$ cat config.mk
export PLATFORM = sky130hd
export DESIGN_NAME = tqvp_uart_fifo
export DESIGN_NICKNAME = d
export VERILOG_FILES = /design/src/rtl/tqvp_uart_fifo.sv
export SDC_FILE = /design/constraint.sdc
export NUM_CORES = 1
export LEC_CHECK = 0
export BUFFER_PORTS_ARGS = -buffer_cell sky130_fd_sc_hd__buf_2
export CAP_MARGIN = 40
export CORE_MARGIN = 1.5
export CORE_UTILIZATION = 55
export CTS_BUF_LIST = sky130_fd_sc_hd__clkbuf_4 sky130_fd_sc_hd__clkbuf_8 sky130_fd_sc_hd__clkbuf_16
export DETAILED_ROUTE_END_ITERATION = 10
export PLACE_DENSITY = 0.72
export SYNTH_ARGS = -nofsm -noshare
export SYNTH_HDL_FRONTEND = slang
export SYNTH_SLANG_ARGS = --single-unit
$ cat constraint.sdc
create_clock -name clk -period 4 [get_ports clk]
set_input_delay 0.6 -clock clk [delete_from_list [all_inputs] [get_ports clk]]
set_output_delay 0.6 -clock clk [all_outputs]
set_load 0.01 [all_outputs]
$ cat src/rtl/tqvp_uart_fifo.sv
// TinyQV peripheral: full-duplex 8N1 UART with programmable divisor and TX/RX FIFOs.
// Optional macro UART_PARITY_EN adds a parity bit (CTRL b4 enable, b5 odd) and STATUS b6.

module tqvp_uart_fifo #(
    parameter int unsigned FIFO_DEPTH = 8,
    parameter int unsigned DIV_RESET  = 555,
    parameter int unsigned DIV_W      = 16
) (
    input  logic       clk,
    input  logic       rst,
    input  logic [7:0] ui_in,
    output logic [7:0] uo_out,
    input  logic [3:0] address,
    input  logic       data_write,
    input  logic [7:0] data_in,
    input  logic       data_read,
    output logic [7:0] data_out,
    output logic       rx_irq
);

    localparam int unsigned AW = $clog2(FIFO_DEPTH);
    localparam int unsigned PW = AW + 1;
    localparam logic [PW-1:0]    DepthP  = PW'(FIFO_DEPTH);
    localparam logic [PW-1:0]    PtrOne  = PW'(1);
    localparam logic [DIV_W-1:0] DivOne  = DIV_W'(1);
    localparam logic [DIV_W:0]   HalfOne = (DIV_W + 1)'(1);

    typedef enum logic [2:0] {
        TxIdle,
        TxStart,
        TxData,
`ifdef UART_PARITY_EN
        TxParity,
`endif
        TxStop
    } tx_state_e;

    typedef enum logic [2:0] {
        RxIdle,
        RxStart,
        RxData,
`ifdef UART_PARITY_EN
        RxParity,
`endif
        RxStop,
        RxWait
    } rx_state_e;

    // Bus decode
    logic wr_data, wr_ctrl, clr_sticky, flush, rx_pop;
    assign wr_data    = data_write && (address == 4'h0);
    assign wr_ctrl    = data_write && (address == 4'h4);
    assign clr_sticky = wr_ctrl && data_in[2];
    assign flush      = wr_ctrl && data_in[3];
    assign rx_pop     = data_read && (address == 4'h0);

    logic rx_in;
    assign rx_in = ui_in[7];

    logic unused_ui;
    assign unused_ui = ^ui_in[6:0];

    // Control registers
    logic [DIV_W-1:0] div_q, div_d;
    logic             tx_en_q, tx_en_d, rx_en_q, rx_en_d;
    logic [1:0]       ctrl_par;
`ifdef UART_PARITY_EN
    logic             par_en_q, par_en_d, par_odd_q, par_odd_d;
    assign ctrl_par = {par_odd_q, par_en_q};
`else
    assign ctrl_par = 2'b00;
`endif

    always_comb begin
        div_d   = div_q;
        tx_en_d = tx_en_q;
        rx_en_d = rx_en_q;
`ifdef UART_PARITY_EN
        par_en_d  = par_en_q;
        par_odd_d = par_odd_q;
`endif
        if (data_write && (address == 4'h2)) div_d[7:0] = data_in;
        if (data_write && (address == 4'h3)) div_d[DIV_W-1:8] = data_in[DIV_W-9:0];
        if (wr_ctrl) begin
            tx_en_d = data_in[0];
            rx_en_d = data_in[1];
`ifdef UART_PARITY_EN
            par_en_d  = data_in[4];
            par_odd_d = data_in[5];
`endif
        end
    end

    // TX FIFO
    logic [7:0]    tx_mem [FIFO_DEPTH];
    logic [PW-1:0] tx_wptr_q, tx_wptr_d, tx_rptr_q, tx_rptr_d, tx_count;
    logic          tx_empty, tx_full, tx_pop, tx_pop_ok, tx_push_ok;
    logic [7:0]    tx_head;

    assign tx_count   = tx_wptr_q - tx_rptr_q;
    assign tx_empty   = (tx_count == '0);
    assign tx_full    = (tx_count == DepthP);
    assign tx_head    = tx_mem[tx_rptr_q[AW-1:0]];
    assign tx_pop_ok  = tx_pop && !tx_empty;
    assign tx_push_ok = wr_data && (!tx_full || tx_pop_ok) && !flush;

    always_comb begin
        tx_wptr_d = tx_wptr_q;
        tx_rptr_d = tx_rptr_q;
        if (flush) begin
            tx_wptr_d = '0;
            tx_rptr_d = '0;
        end else begin
            if (tx_pop_ok)  tx_rptr_d = tx_rptr_q + PtrOne;
            if (tx_push_ok) tx_wptr_d = tx_wptr_q + PtrOne;
        end
    end

    always_ff @(posedge clk) begin
        if (tx_push_ok) tx_mem[tx_wptr_q[AW-1:0]] <= data_in;
    end

    // RX FIFO
    logic [7:0]    rx_mem [FIFO_DEPTH];
    logic [PW-1:0] rx_wptr_q, rx_wptr_d, rx_rptr_q, rx_rptr_d, rx_count;
    logic          rx_empty, rx_full, rx_push, rx_pop_ok, rx_push_ok, overrun_set;
    logic [7:0]    rx_head;

    assign rx_count    = rx_wptr_q - rx_rptr_q;
    assign rx_empty    = (rx_count == '0);
    assign rx_full     = (rx_count == DepthP);
    assign rx_head     = rx_mem[rx_rptr_q[AW-1:0]];
    assign rx_pop_ok   = rx_pop && !rx_empty;
    assign rx_push_ok  = rx_push && (!rx_full || rx_pop_ok) && !flush;
    assign overrun_set = rx_push && rx_full && !rx_pop_ok && !flush;

    always_comb begin
        rx_wptr_d = rx_wptr_q;
        rx_rptr_d = rx_rptr_q;
        if (flush) begin
            rx_wptr_d = '0;
            rx_rptr_d = '0;
        end else begin
            if (rx_pop_ok)  rx_rptr_d = rx_rptr_q + PtrOne;
            if (rx_push_ok) rx_wptr_d = rx_wptr_q + PtrOne;
        end
    end

    // TX FSM; each bit counter reloads from div_q only at a bit boundary
    tx_state_e        tx_state_q, tx_state_d;
    logic [DIV_W-1:0] tx_cnt_q, tx_cnt_d;
    logic [7:0]       tx_shift_q, tx_shift_d;
    logic [2:0]       tx_bit_q, tx_bit_d;
    logic             tx_line, tx_bit_end, tx_start_ok;
`ifdef UART_PARITY_EN
    logic             tx_par_q, tx_par_d;
`endif

    assign tx_bit_end  = (tx_cnt_q == '0);
    assign tx_start_ok = tx_en_q && !tx_empty && !flush;

    always_comb begin
        tx_state_d = tx_state_q;
        tx_cnt_d   = tx_bit_end ? div_q : tx_cnt_q - DivOne;
        tx_shift_d = tx_shift_q;
        tx_bit_d   = tx_bit_q;
        tx_pop     = 1'b0;
        tx_line    = 1'b1;
`ifdef UART_PARITY_EN
        tx_par_d   = tx_par_q;
`endif
        case (tx_state_q)
            TxIdle: begin
                tx_cnt_d = div_q;
                if (tx_start_ok) begin
                    tx_pop     = 1'b1;
                    tx_shift_d = tx_head;
                    tx_state_d = TxStart;
`ifdef UART_PARITY_EN
                    tx_par_d   = (^tx_head) ^ par_odd_q;
`endif
                end
            end
            TxStart: begin
                tx_line = 1'b0;
                if (tx_bit_end) begin
                    tx_state_d = TxData;
                    tx_bit_d   = 3'd0;
                end
            end
            TxData: begin
                tx_line = tx_shift_q[0];
                if (tx_bit_end) begin
                    tx_shift_d = {1'b0, tx_shift_q[7:1]};
                    tx_bit_d   = tx_bit_q + 3'd1;
                    if (tx_bit_q == 3'd7) begin
`ifdef UART_PARITY_EN
                        tx_state_d = par_en_q ? TxParity : TxStop;
`else
                        tx_state_d = TxStop;
`endif
                    end
                end
            end
`ifdef UART_PARITY_EN
            TxParity: begin
                tx_line = tx_par_q;
                if (tx_bit_end) tx_state_d = TxStop;
            end
`endif
            TxStop: begin
                if (tx_bit_end) begin
                    if (tx_start_ok) begin
                        tx_pop     = 1'b1;
                        tx_shift_d = tx_head;
                        tx_state_d = TxStart;
`ifdef UART_PARITY_EN
                        tx_par_d   = (^tx_head) ^ par_odd_q;
`endif
                    end else begin
                        tx_state_d = TxIdle;
                    end
                end
            end
            default: tx_state_d = TxIdle;
        endcase
    end

    // RX FSM; START waits half a bit so later samples land mid-bit
    rx_state_e        rx_state_q, rx_state_d;
    logic [DIV_W-1:0] rx_cnt_q, rx_cnt_d, rx_half_m1;
    logic [DIV_W:0]   rx_half;
    logic [7:0]       rx_shift_q, rx_shift_d;
    logic [2:0]       rx_bit_q, rx_bit_d;
    logic             rx_prev_q, rx_bit_end, frame_set, parity_set, rx_bad;
`ifdef UART_PARITY_EN
    logic             rx_bad_q, rx_bad_d;
    assign rx_bad = rx_bad_q;
`else
    assign rx_bad = 1'b0;
`endif

    assign rx_bit_end = (rx_cnt_q == '0);
    assign rx_half    = ({1'b0, div_q} + HalfOne) >> 1;
    assign rx_half_m1 = (rx_half == '0) ? '0 : DIV_W'(rx_half - HalfOne);

    always_comb begin
        rx_state_d = rx_state_q;
        rx_cnt_d   = rx_bit_end ? div_q : rx_cnt_q - DivOne;
        rx_shift_d = rx_shift_q;
        rx_bit_d   = rx_bit_q;
        rx_push    = 1'b0;
        frame_set  = 1'b0;
        parity_set = 1'b0;
`ifdef UART_PARITY_EN
        rx_bad_d   = rx_bad_q;
`endif
        case (rx_state_q)
            RxIdle: begin
                rx_cnt_d = rx_half_m1;
`ifdef UART_PARITY_EN
                rx_bad_d = 1'b0;
`endif
                if (rx_prev_q && !rx_in) rx_state_d = RxStart;
            end
            RxStart: begin
                if (rx_bit_end) begin
                    rx_bit_d   = 3'd0;
                    rx_state_d = rx_in ? RxIdle : RxData;
                end
            end
            RxData: begin
                if (rx_bit_end) begin
                    rx_shift_d = {rx_in, rx_shift_q[7:1]};
                    rx_bit_d   = rx_bit_q + 3'd1;
                    if (rx_bit_q == 3'd7) begin
`ifdef UART_PARITY_EN
                        rx_state_d = par_en_q ? RxParity : RxStop;
`else
                        rx_state_d = RxStop;
`endif
                    end
                end
            end
`ifdef UART_PARITY_EN
            RxParity: begin
                if (rx_bit_end) begin
                    if (rx_in != ((^rx_shift_q) ^ par_odd_q)) begin
                        parity_set = 1'b1;
                        rx_bad_d   = 1'b1;
                    end
                    rx_state_d = RxStop;
                end
            end
`endif
            RxStop: begin
                if (rx_bit_end) begin
                    if (rx_in) begin
                        rx_push    = !rx_bad;
                        rx_state_d = RxIdle;
                    end else begin
                        frame_set  = 1'b1;
                        rx_state_d = RxWait;
                    end
                end
            end
            RxWait: begin
                if (rx_in) rx_state_d = RxIdle;
            end
            default: rx_state_d = RxIdle;
        endcase
        if (!rx_en_q) rx_state_d = RxIdle;
    end

    always_ff @(posedge clk) begin
        if (rx_push_ok) rx_mem[rx_wptr_q[AW-1:0]] <= rx_shift_q;
    end

    // Sticky flags and interrupt
    logic overrun_q, overrun_d, frame_q, frame_d, parity_q, parity_d, rx_irq_q, rx_irq_d;

    always_comb begin
        overrun_d = (overrun_q && !clr_sticky) || overrun_set;
        frame_d   = (frame_q && !clr_sticky) || frame_set;
`ifdef UART_PARITY_EN
        parity_d  = (parity_q && !clr_sticky) || parity_set;
`else
        parity_d  = 1'b0;
`endif
        rx_irq_d  = !rx_empty || overrun_q || frame_q || parity_q;
    end

    always_ff @(posedge clk or posedge rst) begin
        if (rst) begin
            div_q      <= DIV_W'(DIV_RESET);
            tx_en_q    <= 1'b1;
            rx_en_q    <= 1'b1;
            tx_wptr_q  <= '0;
            tx_rptr_q  <= '0;
            rx_wptr_q  <= '0;
            rx_rptr_q  <= '0;
            tx_state_q <= TxIdle;
            tx_cnt_q   <= '0;
            tx_shift_q <= '0;
            tx_bit_q   <= '0;
            rx_state_q <= RxIdle;
            rx_cnt_q   <= '0;
            rx_shift_q <= '0;
            rx_bit_q   <= '0;
            rx_prev_q  <= 1'b1;
            overrun_q  <= 1'b0;
            frame_q    <= 1'b0;
            parity_q   <= 1'b0;
            rx_irq_q   <= 1'b0;
`ifdef UART_PARITY_EN
            par_en_q   <= 1'b0;
            par_odd_q  <= 1'b0;
            tx_par_q   <= 1'b0;
            rx_bad_q   <= 1'b0;
`endif
        end else begin
            div_q      <= div_d;
            tx_en_q    <= tx_en_d;
            rx_en_q    <= rx_en_d;
            tx_wptr_q  <= tx_wptr_d;
            tx_rptr_q  <= tx_rptr_d;
            rx_wptr_q  <= rx_wptr_d;
            rx_rptr_q  <= rx_rptr_d;
            tx_state_q <= tx_state_d;
            tx_cnt_q   <= tx_cnt_d;
            tx_shift_q <= tx_shift_d;
            tx_bit_q   <= tx_bit_d;
            rx_state_q <= rx_state_d;
            rx_cnt_q   <= rx_cnt_d;
            rx_shift_q <= rx_shift_d;
            rx_bit_q   <= rx_bit_d;
            rx_prev_q  <= rx_in;
            overrun_q  <= overrun_d;
            frame_q    <= frame_d;
            parity_q   <= parity_d;
            rx_irq_q   <= rx_irq_d;
`ifdef UART_PARITY_EN
            par_en_q   <= par_en_d;
            par_odd_q  <= par_odd_d;
            tx_par_q   <= tx_par_d;
            rx_bad_q   <= rx_bad_d;
`endif
        end
    end

    // Outputs
    logic [7:0] status;
    assign status = {frame_q, parity_q, tx_state_q != TxIdle, overrun_q,
                     tx_empty, tx_full, rx_full, !rx_empty};
    assign uo_out = {7'b0000000, tx_line};
    assign rx_irq = rx_irq_q;

    always_comb begin
        data_out = 8'h00;
        case (address)
            4'h0:    data_out = rx_empty ? 8'h00 : rx_head;
            4'h1:    data_out = status;
            4'h2:    data_out = div_q[7:0];
            4'h3:    data_out = 8'(div_q[DIV_W-1:8]);
            4'h4:    data_out = {2'b00, ctrl_par, 2'b00, rx_en_q, tx_en_q};
            4'h5:    data_out = 8'(rx_count);
            4'h6:    data_out = 8'(tx_count);
            default: data_out = 8'h00;
        endcase
    end

endmodule

== Yosys cells after proc, flatten, opt, wreduce, memory -nomap -nowiden ==
Memory sizes are Yosys's and may differ from the RTL's.
Index checks and enable logic that the tools add are counted.

* Reductions and logical operators: 57
* Add/subtract/negate cells: 12
* Mux-type cells: 56
* Eq/ne operators: 30

{| class="wikitable"
|+ Operator list
! operator !! count
|-
| $mux 16 || 5
|-
| $pmux 8 s7 || 1
|-
| $mux 3 || 17
|-
| $sub 16x1->16 const B || 3
|-
| $logic_not 16->1 || 2
|-
| $mux 4 || 8
|-
| $mux 8 || 4
|-
| $pmux 8 s3 || 1
|-
| $logic_and 1x1->1 || 21
|-
| $ne 3x3->1 const B || 6
|-
| $add 16x1->17 const B || 1
|-
| $logic_not 17->1 || 1
|-
| $add 4x1->4 const B || 4
|-
| $pmux 3 s5 || 1
|-
| $ne 2x2->1 const B || 7
|-
| $mux 1 || 13
|-
| $eq 3x2->1 const B || 4
|-
| $eq 4x3->1 const B || 3
|-
| $logic_not 4->1 || 3
|-
| $pmux 3 s2 || 2
|-
| $pmux 3 s4 || 1
|-
| $reduce_bool 2->1 || 6
|-
| $eq 3x3->1 const B || 3
|-
| $reduce_and 3->1 || 3
|-
| other kinds (15) || 35
|}

* Word-level logic and storage cells: 177
* Memories: 2
* Output and inout bits: 17
* Bits in registers: 98
* Bits in writable memories: 128

{| class="wikitable"
|+ Memory list
! memory !! words !! bits a word !! read ports !! clocked after memory_dff !! write ports !! RTL line !! source
|-
| rx_mem || 8 || 8 || 1 || 0 || 1 || 124 || <nowiki>logic [7:0] rx_mem [FIFO_DEPTH];</nowiki>
|-
| tx_mem || 8 || 8 || 1 || 0 || 1 || 95 || <nowiki>logic [7:0] tx_mem [FIFO_DEPTH];</nowiki>
|}

== Depth between registers and ports, before layout ==
* Depth in word-level cells: 14
* Gate-level depth with buffers: 12
* Mapped depth without buffers: 10

== Worst setup path after synthesis ==
OpenSTA, ideal clock, no wires.

* Path kind: reg2reg
* Start: reg tx_rptr_q[1]
* End: mem tx_mem[4][0], enable pin
* Buffers on the path: 2
* Required time: 3602 ps
* Library setup time: 398 ps
* Clock period less this slack: 3632 ps
* Data arrival time: 3234 ps
* Setup slack: 368 ps
* Stages on the path, launching flop included: 12
* Cell sequence: dfrtp_1 clkbuf_1 clkbuf_1 inv_1 ha_1 nor2b_1 o21a_1 o21ai_0 nand2_1 nand3_1 nand2_1 nor4b_1

* Cells in the longest elaborated chain, start to end: 14

{| class="wikitable"
|+ RTL lines
! item !! RTL line !! source
|-
| start: declaration || 96 || <nowiki>logic [PW-1:0] tx_wptr_q, tx_wptr_d, tx_rptr_q, tx_rptr_d, tx_count;</nowiki>
|-
| start signal: assignment || 366 || <nowiki>tx_rptr_q <= tx_rptr_d;</nowiki>
|-
| $sub 4x4->4 * || 100 || <nowiki>assign tx_count = tx_wptr_q - tx_rptr_q;</nowiki>
|-
| $logic_not 4->1 || 101 || <nowiki>assign tx_empty = (tx_count == '0);</nowiki>
|-
| $logic_not 1->1 || 104, 160 ||
|-
| $logic_and 1x1->1 (2 in series) || 160 || <nowiki>assign tx_start_ok = tx_en_q && !tx_empty && !flush;</nowiki>
|-
| $mux 1 || 175, 213 ||
|-
| $mux 1 || 212 || <nowiki>if (tx_bit_end) begin</nowiki>
|-
| $pmux 1 s2 || 172 || <nowiki>case (tx_state_q)</nowiki>
|-
| $logic_and 1x1->1 || 104 || <nowiki>assign tx_pop_ok = tx_pop && !tx_empty;</nowiki>
|-
| $logic_or 1x1->1 * || 105 || <nowiki>assign tx_push_ok = wr_data && (!tx_full || tx_pop_ok) && !flush;</nowiki>
|-
| $logic_and 1x1->1 * (2 in series) || 105 ||
|-
| $mux 1 * || 120 || <nowiki>if (tx_push_ok) tx_mem[tx_wptr_q[AW-1:0]] <= data_in;</nowiki>
|-
| $mux 1 (implied by the code) * || 120 ||
|-
| end: declaration || 95 ||
|}

Every way passes the cells marked *; elsewhere a longest branch is shown, timed or not.

== Worst setup path in the final report ==
* Start: reg rx_wptr_q[0]
* End: out data_out[2]

* Cells in the longest elaborated chain, start to end: 4

{| class="wikitable"
|+ RTL lines
! item !! RTL line !! source
|-
| start: declaration || 125 || <nowiki>logic [PW-1:0] rx_wptr_q, rx_wptr_d, rx_rptr_q, rx_rptr_d, rx_count;</nowiki>
|-
| start signal: assignment || 367 || <nowiki>rx_wptr_q <= rx_wptr_d;</nowiki>
|-
| $sub 4x4->4 * || 129 || <nowiki>assign rx_count = rx_wptr_q - rx_rptr_q;</nowiki>
|-
| $logic_not 4->1 || 130 || <nowiki>assign rx_empty = (rx_count == '0);</nowiki>
|-
| $mux 8 || 401 || <nowiki>4'h0: data_out = rx_empty ? 8'h00 : rx_head;</nowiki>
|-
| $pmux 8 s7 * || 400 || <nowiki>case (address)</nowiki>
|-
| end: declaration || 17 || <nowiki>output logic [7:0] data_out,</nowiki>
|}

Marked as above.

==> out/results.txt <==
Using the TritonRoute via totals, the vias-per-cell ratio works out to 5.98. The max-slew violation count was 0; the number of synthesized flops with an enable pin was 128. The area share of the largest cell type after synthesis was 34.0%; the minimum setup slack after placement was 0.765 ns. The most frequent cell on the critical path is inv_1. After synthesis, the share of flip-flops with an asynchronous set or reset is 43.1%. Broken down by cell family, the worst path's largest delay share belongs to compound AO/OA/AOI/OAI gates.

For the number of hold buffers added after cts, the log shows 0. The y dimension of the die was 146 um. The flow ran to the end, and the final reports show no timing, DRC or antenna violations. The most area-hungry cell type in the Yosys netlist was edfxtp_1. The CTS H-tree depth came out at 1. The logs give 4.76 nW for the cell leakage power and 52 for the number of core rows.

CTS placed an instance of clkbuf_16 at the clock tree root. The total global routing track utilization was 23.1%; the relative area change from synthesis to final layout was 11.4%. Once routing completed, OpenROAD measured the worst setup slack at 0.237 ns. Clock-pin slew was measured on the worst setup and hold paths at 0.06 ns. The transition at the pin with the smallest max-transition slack was 0.864 ns; the total detailed-routing wirelength was 24000 um. Total I/O pin count: 41. The worst hold path belongs to the class in -> async. The fraction of the yosys area taken by sequential cells was 55.6%; the number of antenna-violating nets in the routed design was 0. The final-layout setup total negative slack is 0 ns, and the via count is 7510. The net count of the finished layout is 1017. Synthesis handed over a netlist of 941 instances. The worst slew slack as a fraction of its limit came out at 42.4%.

For the worst setup path, the data arrival time is 3.16 ns. Once the floorplan was initialized, standard cells occupied 56.0% of the core. Class of the most critical setup path: reg -> out.

The distinct cell type count of the synthesized netlist was 73. The first TritonRoute pass finished after 5 iterations. For the finished layout, the period the worst path requires is 3.76 ns.

The run gives 225 as the total clock sinks. In the final layout, flip-flops and latches occupy 0.00628 mm2. With fillers left out, the area of the finished cells amounts to 0.0126 mm2.

The number of storage elements in the synthesis netlist was 225. TritonCTS built the clock tree. Measured along the x axis, the die boundary spans 146 um. The tool flagged a number of max-cap violations equal to 0.

For the Yosys warning count, the log shows 0. The buffer levels on the longest clock path is 3. The prevailing post-synth register cell was edfxtp_1. At the end of routability-driven placement, the weighted congestion stood at 0.795. The clock latency on the worst-skew pair was 0.51 ns. In this run the critical register-to-register path is launched from div_q[0]$_DFFE_PP1P_. Summing all multi-input logic gate instances after layout gives 0.00471 mm2. The largest fanout on the critical path came out at 6.

After detailed routing, the average wire length per cell comes to 19.1 um. Together, buffers and inverters on the worst path number 3. After synthesis, the mean cell area works out to 12.0 um2. For the data required time of the critical path, the log shows 3.40 ns. Counting the buffers created by CTS gives 24. For the initial DRC count, the log shows 476. The worst setup path is launched from a flip-flop. Port buffer count: 26.

STA classifies the critical path endpoint as a primary output. For the largest net degree at the start of global routing, the log shows 62. The filler cells instantiated in the layout total 1588. The tools report the number of antenna violations at the first check in global routing as 1.

The tools report the launching instance or port of the critical path as rx_wptr_q[0]$_DFFE_PP0P_. The run gives 7187 as the via count of the first global-routing pass. Summed over all layers, the global routing overflow is 0. Across the VDD grid, the largest voltage drop is 0.410 mV. Mapped cell area: 0.0113 mm2. Setup repair after global routing left no endpoint under its margin. Of the cells placed in the final design, the portion with a size suffix greater than 1 is 18.8%. The total DRC errors in the routed layout is 0. The run gives 0.0120 ns as the final setup skew. The first-pass GRT wire length is 39100 um. By area the synthesized netlist is led by edfxtp_1, dfrtp_1, mux4_2, mux2_2, nand2_1.

Once detailed placement completed, the half-perimeter wirelength came to 16200 um. Final period utilization: 94.1%. The library cells used most frequently in the layout, excluding fill and tap cells, are edfxtp_1, dfrtp_1, nand2_1. Leaving out fill and tap cells, the most frequent cell in the layout is edfxtp_1. The logs give 0.266 GHz for the highest clock rate and 0 for the total of endpoints with negative setup slack in the final report. On the worst path, the slowest cell contributes a delay of 0.45 ns.

The core footprint was 0.0202 mm2. Walking the worst path, the cells encountered are inv_1, ha_1, inv_1, fa_1, xnor2_1, nand3b_1, o21ai_1, o22a_1, o21ai_0, buf_2. The critical path's slowest cell was o21ai_1.

The hold violation total from the final report was 0; the die outline area was 0.0214 mm2. In this run the cell area measured after placement is 0.0118 mm2. Power spread over the standard cell area amounts to 537 mW/mm2.
synthesized netlist by cell type (5+ instances only):
library cell,number
xor2_1,23
nand3b_1,6
dfrtp_1,89
mux2i_1,24
nand2_1,86
nor4_1,7
dfstp_2,8
mux2_2,29
nor2b_1,12
a21oi_1,49
ha_1,24
o22ai_1,18
clkbuf_1,46
a31oi_1,8
or3_1,9
inv_1,22
nor3_1,24
and3_1,6
nand3_1,24
nand2b_1,6
o21ai_0,39
and2_1,5
a211o_1,5
xnor2_1,32
a22oi_1,7
buf_1,5
nand4_1,8
nor2_1,73
mux4_2,32
edfxtp_1,128
buf_4,8
worst paths after layout:
kind	end	slack, ns	cells after the start
max	data_out[2]	0.24	10
min	tx_shift_q[5]$_DFFE_PP0P_	0.24	2
max reg2reg	rx_cnt_q[15]$_DFF_PP0_	0.64	8
min reg2reg	tx_en_q$_DFFE_PP1N_	0.48	2
max in group asynchronous	rx_prev_q$_DFF_PP1_	2.90	3
min in group clk	rx_prev_q$_DFF_PP1_	0.25	1
state kept, by name, summed over array words and instances (netlist names), 3 cells and up:
name	count
div_q	16
rx_bit_q	3
rx_cnt_q	16
rx_mem	64
rx_rptr_q	4
rx_shift_q	8
rx_state_q	3
rx_wptr_q	4
tx_bit_q	3
tx_cnt_q	16
tx_mem	64
tx_rptr_q	4
tx_shift_q	8
tx_wptr_q	4
logic make-up after synthesis:
logic type / after synthesis / share of synthesized area (%)
and+or+nand+nor: 290 / 12.8
DFF: 225 / 55.6
AOI/OAI and AO/OA: 173 / 9.78
buffers and inverters: 86 / 3.16
muxes: 85 / 11.4
xor gates and xnor gates: 55 / 4.26
adders and majority gates: 26 / 3.01
other: 1 / 0.0332
repair_timing:
action	4_1_cts	5_1_grt
resized for setup	0	1
setup endpoints to repair	0	1
buffers inserted	0	0
hold endpoints to repair	0	0
where the power goes:
part           total [mW]  leakage [nW]  internal [mW]  switching [mW]
Sequential           3.06          2.36           2.69           0.367
Combinational        1.50          2.01          0.690           0.812
Clock                2.20         0.386           1.29           0.909
Total                6.76          4.76           4.67            2.09
routing by layer:
| metal | share of wire (%) | GRT usage [%] |
|---|---|---|
| met1 | 45 | 33.2 |
| met2 | 49 | 37.6 |
| met3 | 4.9 | 3.34 |
| met4 | 1.6 | 5.66 |
| met5 | 0 | 0 |
layout make-up:
type | count | area share [%]
repair buffers | 56 | 2.88
clock inverters | 13 | 0.895
well taps | 270 | 2.68
flip-flops and latches | 225 | 49.9
multi-input cells | 636 | 37.4
diodes | 1 | 0.0199
clock buffers | 31 | 5.48
inverters | 24 | 0.736
through the flow:
stage / hold WS [ns] / cells / total power, mW / util (%)
4_1_cts: 0.235 / 1255 / 6.79 / 62.4
3_3_place_gp: 0.460 / 1209 / 4.54 / 58.3
3_5_place_dp: 0.468 / 1211 / 4.58 / 58.4
5_1_grt: 0.242 / 1256 / 7.10 / 62.4
2_1_floorplan: 0.447 / 947 / 4.18 / -
6_report: 0.237 / 1256 / 6.76 / 62.4
No activity file was read; power rests on OpenSTA's default activity.
